## src/rtl/ice40_serial_pkg.sv

```systemverilog
// Shared types and constants for the bit-serial iCE40 subtractor.
package ice40_serial_pkg;

    typedef enum logic [1:0] {
        IDLE = 2'd0,
        RUN  = 2'd1,
        DONE = 2'd2
    } ser_state_t;

    localparam logic [1:0] ST_IDLE = 2'd0;
    localparam logic [1:0] ST_RUN  = 2'd1;
    localparam logic [1:0] ST_DONE = 2'd2;

    // XNOR3 of I0,I1,I2: I0 ^ ~I1 ^ I2, independent of I3
    localparam logic [15:0] SUB_LUT_INIT = 16'h6969;

endpackage

```

## src/rtl/ice40_serial_subtractor_cell.sv

```systemverilog
// One-bit full-subtractor slice built from behavioural models of the
// iCE40 LUT4 and carry-chain primitives.
module ice40_SB_LUT4 #(
    parameter logic [15:0] LUT_INIT = 16'h0000
) (
    input  logic I0,
    input  logic I1,
    input  logic I2,
    input  logic I3,
    output logic O
);
    assign O = LUT_INIT[{I3, I2, I1, I0}];
endmodule

module ice40_SB_CARRY (
    input  logic I0,
    input  logic I1,
    input  logic CI,
    output logic CO
);
    assign CO = (I0 & I1) | (I0 & CI) | (I1 & CI);
endmodule

module serial_sub_cell
    import ice40_serial_pkg::*;
(
    input  logic a,
    input  logic b,
    input  logic cin,
    output logic d,
    output logic cout
);
    logic b_n;

    assign b_n = ~b;

    // The LUT inverts b internally; the carry cell needs it inverted explicitly.
    ice40_SB_LUT4 #(.LUT_INIT(SUB_LUT_INIT)) u_lut (
        .I0 (a),
        .I1 (b),
        .I2 (cin),
        .I3 (1'b0),
        .O  (d)
    );

    ice40_SB_CARRY u_carry (
        .I0 (a),
        .I1 (b_n),
        .CI (cin),
        .CO (cout)
    );
endmodule

```

## src/rtl/ice40_serial_subtractor.sv

```systemverilog
// Bit-serial subtractor DIFF = A - B, LSB first, one bit per clock,
// with valid/ready handshakes on operand and result sides.
//
// state | meaning
// IDLE  | waiting for operands, IN_READY=1
// RUN   | one difference bit per edge, LSB first
// DONE  | result held with OUT_VALID=1 until OUT_READY
module ice40_serial_subtractor
    import ice40_serial_pkg::*;
#(
    parameter int WIDTH = 8
) (
    input  logic             CLK,
    input  logic             RESET,
    input  logic             IN_VALID,
    output logic             IN_READY,
    input  logic [WIDTH-1:0] A,
    input  logic [WIDTH-1:0] B,
    output logic             OUT_VALID,
    input  logic             OUT_READY,
    output logic [WIDTH-1:0] DIFF,
    output logic             BORROW,
    output logic             OVF
);
    localparam int CW = $clog2(WIDTH + 1);
    localparam logic [CW-1:0] CNT_LAST = CW'(WIDTH - 1);

    logic [1:0]       state;
    logic [CW-1:0]    cnt;
    logic [WIDTH-1:0] a_sh;
    logic [WIDTH-1:0] b_sh;
    logic [WIDTH-1:0] res;
    logic [WIDTH-1:0] next_res;
    logic             carry;
    logic             d;
    logic             cout;

    serial_sub_cell u_cell (
        .a    (a_sh[0]),
        .b    (b_sh[0]),
        .cin  (carry),
        .d    (d),
        .cout (cout)
    );

    always_comb begin
        next_res            = res >> 1;
        next_res[WIDTH-1]   = d;
    end

    assign IN_READY  = (state == ST_IDLE);
    assign OUT_VALID = (state == ST_DONE);

    always_ff @(posedge CLK) begin
        if (RESET) begin
            state  <= ST_IDLE;
            cnt    <= '0;
            a_sh   <= '0;
            b_sh   <= '0;
            res    <= '0;
            carry  <= 1'b0;
            DIFF   <= '0;
            BORROW <= 1'b0;
            OVF    <= 1'b0;
        end else begin
            case (state)
                ST_IDLE: begin
                    if (IN_VALID) begin
                        a_sh  <= A;
                        b_sh  <= B;
                        carry <= 1'b1;
                        cnt   <= '0;
                        state <= ST_RUN;
                    end
                end
                ST_RUN: begin
                    a_sh  <= a_sh >> 1;
                    b_sh  <= b_sh >> 1;
                    res   <= next_res;
                    carry <= cout;
                    cnt   <= cnt + CW'(1);
                    // On the MSB step the current carry is the carry into the MSB.
                    if (cnt == CNT_LAST) begin
                        DIFF   <= next_res;
                        BORROW <= ~cout;
                        OVF    <= carry ^ cout;
                        state  <= ST_DONE;
                    end
                end
                ST_DONE: begin
                    if (OUT_READY) state <= ST_IDLE;
                end
                default: state <= ST_IDLE;
            endcase
        end
    end

endmodule

```

## config.mk

```make
export PLATFORM = sky130hd
export DESIGN_NAME = ice40_serial_subtractor
export DESIGN_NICKNAME = d
export VERILOG_FILES = /design/src/rtl/ice40_serial_pkg.sv /design/src/rtl/ice40_serial_subtractor_cell.sv /design/src/rtl/ice40_serial_subtractor.sv
export SDC_FILE = /design/constraint.sdc
export NUM_CORES = 1
export LEC_CHECK = 0
export ABC_AREA = 0
export BUFFER_PORTS_ARGS = -buffer_cell sky130_fd_sc_hd__buf_4
export CAP_MARGIN = 40
export CORE_ASPECT_RATIO = 0.6
export CORE_MARGIN = 10
export CORE_UTILIZATION = 54
export DETAILED_ROUTE_END_ITERATION = 10
export MAX_ROUTING_LAYER = met4
export PLACE_DENSITY = 0.84
export SLEW_MARGIN = 20
export SYNTH_ARGS = -nofsm -noshare
export SYNTH_HDL_FRONTEND = slang
export SYNTH_SLANG_ARGS = --single-unit
```

## constraint.sdc

```tcl
create_clock -name CLK -period 1.8 [get_ports CLK]
set_input_delay 0.09 -clock CLK [delete_from_list [all_inputs] [get_ports CLK]]
set_output_delay 0.09 -clock CLK [all_outputs]
set_load 0.01 [all_outputs]
```

**Yosys cells after proc, flatten, opt, wreduce, memory -nomap -nowiden**

Memories as Yosys holds them, arrays and structs flattened. A register that Yosys moved wholly into a read port is not among the register bits.
Cells that the tools add are included.

- Memories: 1
- Memory bits (read-only): 8
- Logic and storage cells: 46
- Register bits: 41

Memory list:

| memory | words | bits a word | read ports | clocked after Yosys merged registers in | write ports | line | text |
|---|---|---|---|---|---|---|---|
| (no name shown) | 8 | 1 | 1 | 1 | 0 | ice40_serial_subtractor_cell.sv:12 | `assign O = LUT_INIT[{I3, I2, I1, I0}];` |

- Mux-type cells: 15
- Reductions and logical operators: 5
- $lt $le $gt $ge: 1
- $add $sub $neg: 1
- Bitwise gates (word level): 8
- Equality and inequality tests: 6

Operator list:

| operator | number |
|---|---|
| 8-bit case mux with 2 select lines | 2 |
| 8-bit two-way mux | 2 |
| 4-bit case mux with 2 select lines | 1 |
| 2-bit two-way mux | 3 |
| 3-bit two-way mux | 2 |
| 2-bit case mux with 3 select lines | 1 |
| 3-bit by 5-bit less-than comparator with 1-bit output (second input constant) | 1 |
| 4-bit by 1-bit adder with 4-bit output (second input constant) | 1 |
| 4-bit by 3-bit equality test with 1-bit output (second input constant) | 1 |
| 4-bit two-way mux | 1 |
| 2-bit != test (second input constant) | 2 |
| 2-bit AND reduction | 2 |
| 1-bit AND | 3 |
| 3-bit AND reduction | 1 |
| 2-bit by 1-bit equality test with 1-bit output (second input constant) | 1 |
| 2-bit equality test (second input constant) | 1 |
| 2-bit zero test | 1 |
| 1-bit two-way mux | 2 |
| 2-bit by 1-bit != test with 1-bit output (second input constant) | 1 |
| 1-bit inverter | 2 |
| 1-bit bitwise OR | 2 |
| 1-bit case mux with 2 select lines | 1 |
| 2-bit nonzero test | 1 |
| 1-bit XOR | 1 |

**Logic depth before layout (Yosys ltp)**

Gate-level depths: netlist of the first run.

- Depth in word-level cells: 7
- Gate-level depth with buffers: 6
- Mapped depth without buffers: 5

**By module**

From an unflattened synthesis of the first run, not the netlist that was laid out.

- Cells, all modules: 198
- Area, all modules: 1,666.6 µm²

By module, submodules not included:

| module | area an instance (µm²) | cells an instance | instances | sequential area each (µm²) |
|---|---|---|---|---|
| ice40_serial_subtractor | 1,625.3 | 194 | 1 | 800.8 |
| ice40_SB_LUT4 | 22.5 | 1 | 1 | 0.0 |
| ice40_SB_CARRY | 11.3 | 1 | 1 | 0.0 |
| serial_sub_cell | 7.5 | 2 | 1 | 0.0 |

**Worst setup path after synthesis of the first run**

No wires, ideal clock.

- Path type: register to register
- From: register state[1]
- To: register, netlist name d
- Setup time: 0.130 ns
- Clock period less this slack: 1.467 ns
- Required time: 1.670 ns
- Cell stages (with the launch flop): 6
- Data arrival time: 1.338 ns
- Setup slack: 0.333 ns
- Path buffers: 1
- Path through: dfxtp_1 -> nand2b_1 -> buf_4 -> nor2_2 -> a2111oi_4 -> xnor3_1

RTL lines:

| item | line | text |
|---|---|---|
| from (decl) | ice40_serial_subtractor.sv:28 | `logic [1:0] state;` |
| from (signal assigned) | ice40_serial_subtractor.sv:56 | `state <= ST_IDLE;` |
| from (signal assigned) | ice40_serial_subtractor.sv:73 | `state <= ST_RUN;` |
| from (signal assigned) | ice40_serial_subtractor.sv:87 | `state <= ST_DONE;` |

==> summary.md, run 1 <==
Once detail routing completed, the nets flagged for antenna violations numbered 0. Fraction of synthesis flops using an asynchronous set or reset pin: 0. The die boundary width came out at 92.8 µm. The die covers 5910 µm². The source-to-sink clock delay at the later pin of the worst-skew pair is 0.29 ns, and the routability-driven placement congestion ratio is 0.853. 0 antenna diodes ended up in the layout. The area share of the largest cell type after synthesis is 0.477, and the transition time of the tightest slew-check pin is 0.447 ns.

The path class of the tightest hold or removal check is in2reg. The number of unique standard cell types used by synthesis was 33. The fraction of layout cells with a size suffix above 1 works out to 0.248.

The XOR/XNOR share of the synthesized area was 0.0131; the post-synthesis compound-gate area fraction was 0.197. Number of H-tree levels: 2. After clock tree synthesis, the clock-pin slew on the worst setup and hold paths is 0.07 ns. The synthesized net count is 219, and the number of flops mapped to enable cells by yosys is 0. In this run the power density over the cells is 892 nW/µm².

The internal power of the cells totals 1.41 mW. The run gives 0.859 nW as the leakage power. Mux cell area share after synthesis: 0.0531. For the hold violation count in the final report, the log shows 0.

Data required time of the worst path: 1.98 ns. TritonCTS built the clock tree. The global-route total usage across every layer is 0.140, and the count of synthesis-stage warnings from yosys is 0.

After the last flow step, the layout net total stands at 250. The minimum hold slack is 0.0709 ns, and the clock sink total is 41. Timing would allow up to 593 MHz. After detailed routing, the number of vias per cell comes to 5.47. Counting cells, the worst reg-to-reg path comes to 5. By count the netlist is led by 43 x sky130_fd_sc_hd__nor2_1, 41 x sky130_fd_sc_hd__dfxtp_1, 22 x sky130_fd_sc_hd__nand2_1, 14 x sky130_fd_sc_hd__a21oi_1. 32 I/O pins were placed.

Counting flops and latches in the post-synthesis netlist gives 41. The area fraction in and, or, nand and nor cells after synthesis was 0.191; the pin count of the biggest net entering global routing was 41. Summing over every cut layer, the via total after detailed routing is 1489. Yosys attributes the largest share of cell area to sky130_fd_sc_hd__dfxtp_1 48%, sky130_fd_sc_hd__nor2_1 9.4%, sky130_fd_sc_hd__nand2_1 4.8%.

The dominant combinational cell family by area after synthesis is compound AO/OA/AOI/OAI gates. Summed over all instances, the cell type with the most area after synthesis is sky130_fd_sc_hd__dfxtp_1. Summing every instance area after synthesis gives 1720 µm². For the standard cell core area, the log shows 2970 µm².

Setup violations remaining at the end of the flow were counted as 0. The number of max-slew violations in the final report came out at 0. For the finished layout, the period the worst path requires is 1.69 ns.

Adder-cell share of the synthesized area: 0.0138. The logs give 1418 for the via count of the first global-routing pass and 0 for the DRC violation count after routing. The cell sitting at the root of the clock tree is a sky130_fd_sc_hd__clkbuf_8. The fill cell instance count of the final layout came out at 256. Setup repair after global routing left no endpoint under its margin. For the initial DRC count, the log shows 150. The flow ran to the end, and the final reports show no timing, DRC or antenna violations. The critical path ends at d.

The share of total power consumed by net switching is 0.245, and the setup fix buffers added after clock tree synthesis is 0. The run gives 0 as the number of hold buffers added after cts. Slowest stage cell on the critical path: sky130_fd_sc_hd__dfxtp_1. The setup path with the least slack is of type reg2reg. The tools report the final wirelength as 3900 µm. The most critical setup path has its startpoint at state[1].

The top flip-flop cell by instance count after synthesis is sky130_fd_sc_hd__dfxtp_1. The biggest fanout along the worst timing path is 15, and the cell depth of the worst min-delay path is 3. Synthesis produced 198 cells.

Yosys instantiated no cell more often than sky130_fd_sc_hd__nor2_1. Max-cap violations in this run came to 0. Number of placement rows: 15. Normalized max-slew margin: 0.702.

Walking the worst path, the cells encountered are nand2b_1 > buf_4 > nor2_1 > a2111oi_2 > xnor3_1. Counting along the longest clock path gives a buffer depth of 2. The largest single stage delay on the critical path is 0.40 ns. The tools report the register-to-register setup slack as 0.11 ns. The sequential share of power is 0.529. The analysis attributes to net switching a power of 0.457 mW. The post-route clock period utilization works out to 0.938. The first global-routing pass estimated 6670 µm of wire.

HPWL reported at the end of detailed placement: 2710 µm. Compared with the post-synthesis result, the final layout area differs by 21.7%. The starting density of the core was 0.580. The floorplan step set the die height to 63.7 µm. Fraction of power consumed by the clock network: 0.351.

On the final layout, the worst clock skew is 0.00426 ns. The first detailed-routing pass took 4 iterations. Dividing the detail-routed wire length by the instance count gives 14.3 µm. The portion of total power attributed to combinational logic is 0.121, and the proportion of synthesized chip area in sequential cells is 0.477. For the worst setup path, the data arrival time is 1.87 ns. The worst register-to-register path begins at state[1]. The run gives 0 as the remaining global-route overflow.

The number of gates resized after CTS was 0. Input and output buffers added on the ports amount to 31. In this run, CTS created clock tree buffers numbering 5. The highest ir drop seen on vdd was 0.477 mV; the initial antenna violation count was 0.

Summed over all failing endpoints, the final setup total negative slack is 0 ns. After synthesis, the mean cell area works out to 8.68 µm². Element type at the critical path start: a register. The endpoint identified for the worst register-to-register timing path is d. Critical path capture point type: a register.
[critical path: cells and delay by family (launching register included)]
kind	cells	cell delay, ns
xor gates and xnor gates	1	0.29
and+or+nand+nor	2	0.25
buffers and inverters	1	0.23
AOI/OAI and AO/OA	1	0.40
DFF	1	0.40
[power groups by stage]
stage          Clock (mW)  Sequential, mW  Combinational (mW)
2_1_floorplan           0           0.997               0.158
3_3_place_gp            0            1.01               0.218
3_5_place_dp            0            1.01               0.221
4_1_cts             0.661           0.986               0.224
5_1_grt             0.693           0.991               0.249
6_report            0.654           0.986               0.225
[worst min-delay path by stage]
stage | end | startpoint
5_1_grt | a_sh[6] | A[6]
6_report | a_sh[4] | A[4]
4_1_cts | a_sh[4] | A[4]
3_3_place_gp | a_sh[5] | A[5]
3_5_place_dp | a_sh[4] | A[4]
2_1_floorplan | a_sh[0] | RESET
[cell type report]
cell class                 instances  area, µm²  area share
clock buffer                       7       96.3      0.0461
tap                               42       52.6      0.0251
clock inverter                     1       5.00     0.00239
timing repair buffer              38        285       0.136
sequential                        41        821       0.392
multi-input combinational        136        806       0.385
inverter                           7       26.3      0.0126
[cell families (layout without fill, tap and decap cells)]
group | Yosys count | in the layout
fa+ha+maj | 2 | 2
buf+inv | 21 | 53
mux | 9 | 9
xor+xnor | 1 | 1
flops | 41 | 41
compound gates | 45 | 45
simple gates | 79 | 79
[metal layers]
layer	share of wire	GRT usage	wire length, µm	vias to the layer above
met3	0.089	0.0544	347	7
li1	-	-	-	741
met2	0.40	0.186	1570	48
met4	0.015	0.0575	60	0
met5	0	-	0	-
met1	0.49	0.183	1920	693
[through the flow]
stage	power [mW]	worst slack, ns	utilization	instances	instance area [µm²]
after floorplan	1.15	0.333	-	198	1720
after global placement	1.22	0.208	0.671	264	1990
after detailed placement	1.23	0.147	0.671	264	1990
after CTS	1.87	0.135	0.705	272	2090
after global routing	1.93	0.00791	0.705	272	2090
final	1.87	0.112	0.705	272	2090
[cells in the final DEF (no fill, tap or decap)]
cell and count:
sky130_fd_sc_hd__dfxtp_1 41, sky130_fd_sc_hd__inv_2 4, sky130_fd_sc_hd__nor2b_1 3, sky130_fd_sc_hd__o21ai_0 2, sky130_fd_sc_hd__a21oi_1 14, sky130_fd_sc_hd__o22ai_1 6
sky130_fd_sc_hd__buf_4 38, sky130_fd_sc_hd__a211oi_1 8, sky130_fd_sc_hd__nor2_2 1, sky130_fd_sc_hd__xnor3_1 1, sky130_fd_sc_hd__or3b_1 1, sky130_fd_sc_hd__nand2b_1 1
sky130_fd_sc_hd__clkinv_2 1, sky130_fd_sc_hd__inv_1 3, sky130_fd_sc_hd__a22oi_1 2, sky130_fd_sc_hd__nand3_1 2, sky130_fd_sc_hd__nor3_1 4, sky130_fd_sc_hd__mux2i_1 8
sky130_fd_sc_hd__a2bb2oi_1 5, sky130_fd_sc_hd__nand2_1 22, sky130_fd_sc_hd__clkbuf_8 7, sky130_fd_sc_hd__a221oi_2 1, sky130_fd_sc_hd__a2111oi_2 1, sky130_fd_sc_hd__ha_1 1
sky130_fd_sc_hd__a311oi_1 3, sky130_fd_sc_hd__a2111oi_4 1, sky130_fd_sc_hd__nor2_1 43, sky130_fd_sc_hd__o21ai_2 1, sky130_fd_sc_hd__nand3b_1 2, sky130_fd_sc_hd__mux2_2 1
sky130_fd_sc_hd__maj3_2 1, sky130_fd_sc_hd__o21ba_1 1
[state kept, by name, indices dropped and copies added (netlist names), 2 cells and up]
register and cells:
a_sh 8, b_sh 8, cnt 4, DIFF 8, res 7, state 2
Note: power is estimated with default switching activity, not from simulation.
==> run 2: changes to the inputs <==
CORE_ASPECT_RATIO = 1.25   (was 0.6)
==> run 2 against run 1 <==
  * Global-route usage down 0.34 points
  * Non-clock buffer count up 1
  * Sequential cell count unchanged
  * Sequential power about the same
  * Clock-buffer cell count down 1
  * Clock power down 32%
  * Maximum frequency up 6.2%
  * Die area down 1.0%
  * Via count down 2.9%
  * Critical path depth unchanged
  * Core utilization down 2.4 points
  * Largest cell class unchanged
==> summary.md, run 2 (same netlist as run 1, synthesis figures left out) <==
The flow ran to the end, and the final reports show no timing, DRC or antenna violations. After detailed routing, the number of remaining DRC violations is 0. Of all nets on the critical path, the largest fanout is 15. The height of the die is 83.1 µm.

The logs give 0.211 ns for the setup slack of the critical path after layout and 32 for the I/O pin count. Buffers inserted during clock tree synthesis total 5. The source of the critical timing path was state[1]. For the standard cell core area, the log shows 3000 µm². The tools report the detailed-routing iteration count for the pre-antenna-repair pass as 4.

The starting density of the core came out at 0.573. The tools report the global-route total usage across every layer as 0.137. Buffers added to address setup during post-CTS repair amount to 0.

Counting cells, the worst reg-to-reg path comes to 5. The post-route clock period utilization is 0.883. The area taken by multi-input logic gates was 806 µm²; the number of placed instances with taps included was 258. Setup repair after global routing left no endpoint under its margin. The largest registers in the layout are DIFF (8), a_sh (8), b_sh (8). The repair_antennas step left the layout with diodes totalling 0. The clock tree synthesis step divided the H-tree into 2 levels.

The net count of the finished layout is 251. The area growth from synthesis to layout came out at 18.9%. For this run the aggregate overflow at the end of global routing stands at 0.

Number of input and output port buffers inserted: 31. TritonCTS built the clock tree. The ratio of routed vias to standard cells was 5.42.

At the end of routability-driven placement, the weighted congestion stood at 0.823. At the placement stage, the worst setup path has a slack of 0.229 ns. Via count of the first global-routing pass: 1449.

For this design the total switching power over the nets is 0.445 mW. The worst path needs 1.59 ns of the cycle, external delays included. Hold violation count in the final report: 0.

The tools report the wire length of the first global-routing pass as 6580 µm. The finished cells cover 2040 µm². For the pin with the worst max-slew slack, the measured transition is 0.428 ns.

No sink is reached through more buffers than the 2 on the longest clock path. Dividing the detail-routed wire length by the instance count gives 14.2 µm. Fraction of layout cells with a size suffix above 1: 0.242.

The source-to-sink clock delay at the later pin of the worst-skew pair is 0.36 ns. Initial antenna violation count: 0. The tools report the quantity of gates resized following cts as 0. The worst setup path is captured at a register.

The analysis attributes to cell leakage a power of 0.841 nW. The die boundary width was 70.5 µm. The library cell used most frequently in the layout, excluding fill and tap cells, is sky130_fd_sc_hd__nor2_1. The worst reg2reg path startpoint was state[1]. Fraction of power consumed by the clock network: 0.269. The run gives 267 as the final cell count without fillers.

Root buffer cell: sky130_fd_sc_hd__clkbuf_4. Total power after layout: 1.66 mW. Derived from the worst setup path, the maximum achievable clock frequency is 629 MHz. The path class of the tightest hold or removal check is in2reg.

The tools report the final-report setup violation count as 0. The most critical setup path has its endpoint at d. For the final sum of negative setup slack, the log shows 0 ns. The routed design has 3790 µm of wire. The routed layout has 1446 vias. The sequential share of power is 0.594, and the clock-pin slew reported for the worst setup and hold paths after clock tree synthesis is 0.12 ns. The number of placement rows is 22, and the worst clock skew is 0.0123 ns.

In the layout the commonest cells are 43 x sky130_fd_sc_hd__nor2_1, 41 x sky130_fd_sc_hd__dfxtp_1, 38 x sky130_fd_sc_hd__buf_4, 22 x sky130_fd_sc_hd__nand2_1, 14 x sky130_fd_sc_hd__a21oi_1. The register-to-register setup slack is 0.21 ns, and the share of total power consumed by net switching is 0.268. IR analysis of the VDD net gives a maximum drop of 0.543 mV. Destination of the worst register-to-register timing path: d. The data arrival time at the worst-slack endpoint came out at 1.83 ns. The clock sink total is 41. Across the run, the number of max-cap violations was 0.

Fill cell instance count of the final layout: 250. The worst setup path is of the reg2reg kind. The number of antenna-violating nets in the routed design was 0; the total die area was 5850 µm². In the final layout, flip-flops and latches occupy 821 µm².

The pin count of the biggest net entering global routing came out at 41. For this block, the initial DRC count from the detailed router was 122. After detailed placement, the total cell area comes to 1980 µm². Detailed placement ended at an HPWL of 2690 µm.

STA puts the critical path data required time at 2.04 ns. Internal power: 1.21 mW. The normalized max-slew margin is 0.715. The tools report the portion of total power attributed to combinational logic as 0.137.

The worst setup path is launched from a register. The power density over the cells is 811 nW/µm², and the number of max-slew violations in the final report is 0.
-- run 2: changes by cell type in the layout (fill, tap and decap cells not counted) --
cell and delta:
sky130_fd_sc_hd__dlygate4sd3_1 +1, sky130_fd_sc_hd__clkbuf_1 +1, sky130_fd_sc_hd__clkbuf_4 +5, sky130_fd_sc_hd__clkbuf_8 -7
sky130_fd_sc_hd__clkinv_2 +1
-- run 2: layer usage --
metal | part of all wire | global-route usage | vias to the layer above
met1 | 0.43 | 0.152 | 656
met5 | 0 | - | -
met4 | 0.028 | 0.0735 | 0
met2 | 0.49 | 0.217 | 37
li1 | - | - | 744
met3 | 0.051 | 0.0357 | 9
-- run 2: what timing repair did --
item,4_1_cts,5_1_grt
hold buffers,1,0
hold endpoints to repair,1,0
endpoints found under the setup margin,0,0
-- run 2: worst min path at each step --
stage,from,to,depth (start not counted)
3_3_place_gp,A[6],a_sh[6],3
6_report,A[5],a_sh[5],3
4_1_cts,A[5],a_sh[5],3
5_1_grt,A[6],a_sh[6],3
2_1_floorplan,RESET,a_sh[0],1
3_5_place_dp,A[4],a_sh[4],3
-- run 2: final cells by class --
type                            instances  area share
Clock buffer                            6      0.0202
Clock inverter                          2     0.00490
Inverter                                7      0.0129
Multi-Input combinational cell        136       0.394
Sequential cell                        41       0.401
Tap cell                               36      0.0220
Timing Repair Buffer                   39       0.144
-- run 2: power by group through the flow --
stage	clock network [mW]	logic [mW]	registers, mW
5_1_grt	0.492	0.255	0.991
3_5_place_dp	0	0.225	1.00
2_1_floorplan	0	0.158	0.997
3_3_place_gp	0	0.220	1.00
4_1_cts	0.455	0.229	0.984
6_report	0.447	0.228	0.984
-- run 2: worst max-delay path, stage by stage (launching register included) --
cell,delay (ns)
sky130_fd_sc_hd__dfxtp_1,0.40
sky130_fd_sc_hd__nand2b_1,0.16
sky130_fd_sc_hd__buf_4,0.21
sky130_fd_sc_hd__nor2_1,0.07
sky130_fd_sc_hd__a2111oi_2,0.34
sky130_fd_sc_hd__xnor3_1,0.28
-- run 2: metrics by stage --
step | hold WS, ns | util
6_report | 0.0134 | 0.681
5_1_grt | 0.0154 | 0.681
3_3_place_gp | 0.380 | 0.661
3_5_place_dp | 0.384 | 0.661
4_1_cts | 0.0115 | 0.681
2_1_floorplan | 0.168 | -
==> run 3: changes to the inputs <==
ABC_AREA = 1   (was 0)
CORE_UTILIZATION = 49   (was 54)
PLACE_DENSITY = 0.8   (was 0.84)
clock period = 1.4 ns   (was 1.8 ns; I/O delays follow)
==> run 3 against run 2 <==
  * Clock-buffer cell count down 1
  * Combinational power increased by 37%
  * Final cell count up 15%
  * Clock power rose to 2.6 times the previous value
  * Routed wire length rose by 2.1%
  * Hold slack better by 0.021 ns
  * Core utilization decreased by 4.6 points
  * Area after synthesis rose by 1.3%
  * Critical path depth grew 1
  * Largest cell class unchanged
  * Largest power group unchanged
==> summary.md, run 3 <==
The fraction of synthesis flops using an asynchronous set or reset pin works out to 0. The total die area is 6350 µm². The clock sink total was 41; the number of cells traversed by the worst register-to-register path was 6. At the pin with the least slew margin, the transition time is 0.226 ns. For the final sum of negative setup slack, the log shows 0 ns. The count of synthesis-stage warnings from yosys is 0, and the number of input and output port buffers inserted is 31.

In the synthesized netlist the dominant register cell turns out to be sky130_fd_sc_hd__dfxtp_1. The area share of the largest cell type after synthesis is 0.471. The path with the worst hold slack has its endpoint at b_sh[5]. The clock-pin slew reported for the worst setup and hold paths after clock tree synthesis works out to 0.08 ns. Number of hold buffers added after cts: 0. The library cell used most frequently in the layout, excluding fill and tap cells, is sky130_fd_sc_hd__nand2_1. Height of the die: 86.7 µm.

The logs give 0 for the number of max-slew violations in the final report and 314 for the fill cell instance count of the final layout. The repair_antennas step left the layout with diodes totalling 0. Across all layers, the routed design uses 1588 vias.

The leakage power was 0.970 nW. In the final layout, the multi-input gates occupy 791 µm². In the synthesized netlist, the number of instances is 230. Path category of the worst min-delay check: in2reg. Entering global routing, the biggest net connects 18 pins.

Setup repair after global routing left no endpoint under its margin. The logs give 26 for the number of unique standard cell types used by synthesis and 1544 for the via count of the first global-routing pass. The largest registers in the layout are DIFF (8), a_sh (8), b_sh (8). Total power after layout: 2.74 mW. In this run the clock root is driven by a sky130_fd_sc_hd__clkbuf_8.

The data arrival time at the worst-slack endpoint is 1.51 ns, and the area taken by flip-flops and latches is 823 µm². Dividing the detail-routed wire length by the instance count gives 12.6 µm. The tools report the total standard cell area after synthesis as 1740 µm². Leading area contributor after synthesis: sky130_fd_sc_hd__dfxtp_1. Summed over all layers, the global routing overflow is 0.

After synthesis, the mean cell area works out to 7.57 µm². For the hold violation count in the final report, the log shows 0. Setup violations remaining at the end of the flow were counted as 0.

Counting tap cells, the placed design contains a total of 298 instances. The flow ran to the end, and the final reports show no timing, DRC or antenna violations. For the proportion of synthesized chip area in sequential cells, the log shows 0.471. TritonCTS built the clock tree. Ratio of routed vias to standard cells: 5.17. The top cell types in the final layout, fill and taps aside, are 62 x sky130_fd_sc_hd__nand2_1, 41 x sky130_fd_sc_hd__buf_4, 39 x sky130_fd_sc_hd__dfxtp_1, 25 x sky130_fd_sc_hd__o21ai_0, 20 x sky130_fd_sc_hd__nor2_1. Power spread over the standard cell area amounts to 1250 nW/µm².

From synthesis to final layout, the design area changed by 26.0%. The initial DRC count is 80, and the wire length of the first global-routing pass is 6680 µm. The tools report the number of max-capacitance violations reported as 0.

For the number of placement rows, the log shows 24. The number of buffers created by CTS came out at 5. Yosys attributes the largest share of cell area to sky130_fd_sc_hd__dfxtp_1 47%, sky130_fd_sc_hd__nand2_1 13%, sky130_fd_sc_hd__o21ai_0 7.8%.

DRC violation count after routing: 0. The HPWL after detailed placement is 2760 µm. Of all nets on the critical path, the largest fanout is 9.

The register-to-register setup slack was 0.08 ns. The final cell count without fillers was 307. The setup slack of the critical path after layout is 0.0797 ns.

After synthesis, the most frequently instantiated cells are 62 x sky130_fd_sc_hd__nand2_1, 41 x sky130_fd_sc_hd__dfxtp_1, 27 x sky130_fd_sc_hd__o21ai_0, 20 x sky130_fd_sc_hd__nor2_1, 16 x sky130_fd_sc_hd__a21oi_1. The cell with the most instances after synthesis is sky130_fd_sc_hd__nand2_1. After the last flow step, the layout net total stands at 288.

The highest ir drop seen on vdd is 1.08 mV. CTS built an H-tree with a depth of 2. For the worst setup path, the data required time is 1.59 ns. After floorplanning, the core was sized to cover 3450 µm².

Between clock sinks in the finished design, the worst skew comes to 0.00619 ns. The critical path is of the reg2reg type. The number of antenna-violating nets in the routed design was 0. The pre-antenna-repair detailed-routing pass consisted of 4 iterations. During I/O placement, the number of pins put on the boundary was 32.

Before CTS, the worst setup slack after placement is 0.0214 ns. Fraction of layout cells with a size suffix above 1: 0.246. The normalized max-slew margin was 0.849. For the worst-skew pair, the clock arrives at the later sink with an insertion delay of 0.30 ns.

In this run the critical register-to-register path is captured at OVF. The worst hold path was traced through 3 stages. The starting density of the core was 0.504.

The number of nets handed over by synthesis was 251. The flip-flop and latch count after synthesis came out at 41. The global-route total usage across every layer was 0.134; the number of flops mapped to enable cells by yosys was 0. The worst register-to-register path begins at cnt[0].

The routability-driven placement congestion ratio was 0.765. For the initial antenna violation count, the log shows 0. The final critical-path required period was 1.32 ns; the post-route clock period utilization was 0.943. Measured along the x axis, the die boundary spans 73.3 µm. The routed design has 3870 µm of wire. For this run, the top clock speed supported by timing is 757 MHz. STA classifies the critical path startpoint as a register. The clock passes through at most 2 buffers. The critical path capture point type is a register. The worst min-delay path startpoint is B[5].
[run 3: cell types whose count changed in the layout (fill, tap and decap cells not counted), sizes merged, moves of 7 or more]
cell	previous run	this run
o21ai	3	30
nand3	2	11
a211oi	8	1
mux2i	8	0
a31oi	0	12
nor2	44	21
inv	7	18
nand2	22	65
[run 3: what timing repair did]
action / CTS / global route
pin swaps: 1 / 1
endpoints found under the setup margin: 6 / 20
endpoints found under the hold margin: 0 / 0
gates resized for setup: 1 / 5
buffers inserted: 1 / 0
[run 3: how the worst max path moves through the flow]
stage	from	to	slack [ns]
final	cnt[0]	OVF	0.08
after global routing	cnt[1]	DIFF[0]	0.01
after CTS	state[0]	a_sh[5]	0.009
after detailed placement	cnt[0]	BORROW	0.02
after global placement	cnt[0]	OVF	0.04
after floorplan	cnt[0]	DIFF[2]	0.24
[run 3: layout make-up]
class | instances | share of cell area
repair buffers | 42 | 0.149
clock buffers | 5 | 0.0314
flip-flops and latches | 41 | 0.375
multi-input cells | 160 | 0.360
well taps | 39 | 0.0222
clock inverters | 3 | 0.0314
inverters | 17 | 0.0302
[run 3: per-stage QoR]
stage / instance area (µm²) / utilization / hold slack (ns)
floorplan: 1740 / - / 0.139
global placement: 2040 / 0.590 / 0.353
detailed placement: 2040 / 0.590 / 0.352
CTS: 2180 / 0.633 / 0.0264
global route: 2190 / 0.636 / 0.0350
finish: 2190 / 0.636 / 0.0343
[run 3: metal layers]
metal  part of all wire  vias to the layer above  GRT usage
li1                   -                      831          -
met1               0.44                      711      0.144
met2               0.48                       37      0.218
met3              0.057                        9     0.0481
met4              0.020                        0     0.0509
met5                  0                        -          -
[run 3: logic make-up (layout without fill, tap and decap cells)]
| kind of cell | count (synthesis) | after routing | synth area share |
|---|---|---|---|
| buffers and inverters | 29 | 67 | 0.0797 |
| adders and majority gates | 1 | 1 | 0.00718 |
| and+or+nand+nor | 98 | 98 | 0.245 |
| DFF | 41 | 41 | 0.471 |
| AOI/OAI and AO/OA | 61 | 61 | 0.197 |
[run 3: critical path, stage by stage, from the launching register on]
cell	delay (ns)
sky130_fd_sc_hd__dfxtp_2	0.37
sky130_fd_sc_hd__ha_1	0.21
sky130_fd_sc_hd__nand3_2	0.13
sky130_fd_sc_hd__nor2_4	0.16
sky130_fd_sc_hd__inv_2	0.11
sky130_fd_sc_hd__a21oi_1	0.15
sky130_fd_sc_hd__a21oi_1	0.08
[run 3: power by group]
part	leakage, nW	switching (mW)	total (mW)	internal [mW]
sequential	0.337	0.0486	1.29	1.24
combinational	0.564	0.174	0.312	0.138
clock	0.0687	0.427	1.14	0.717
total	0.970	0.650	2.74	2.09
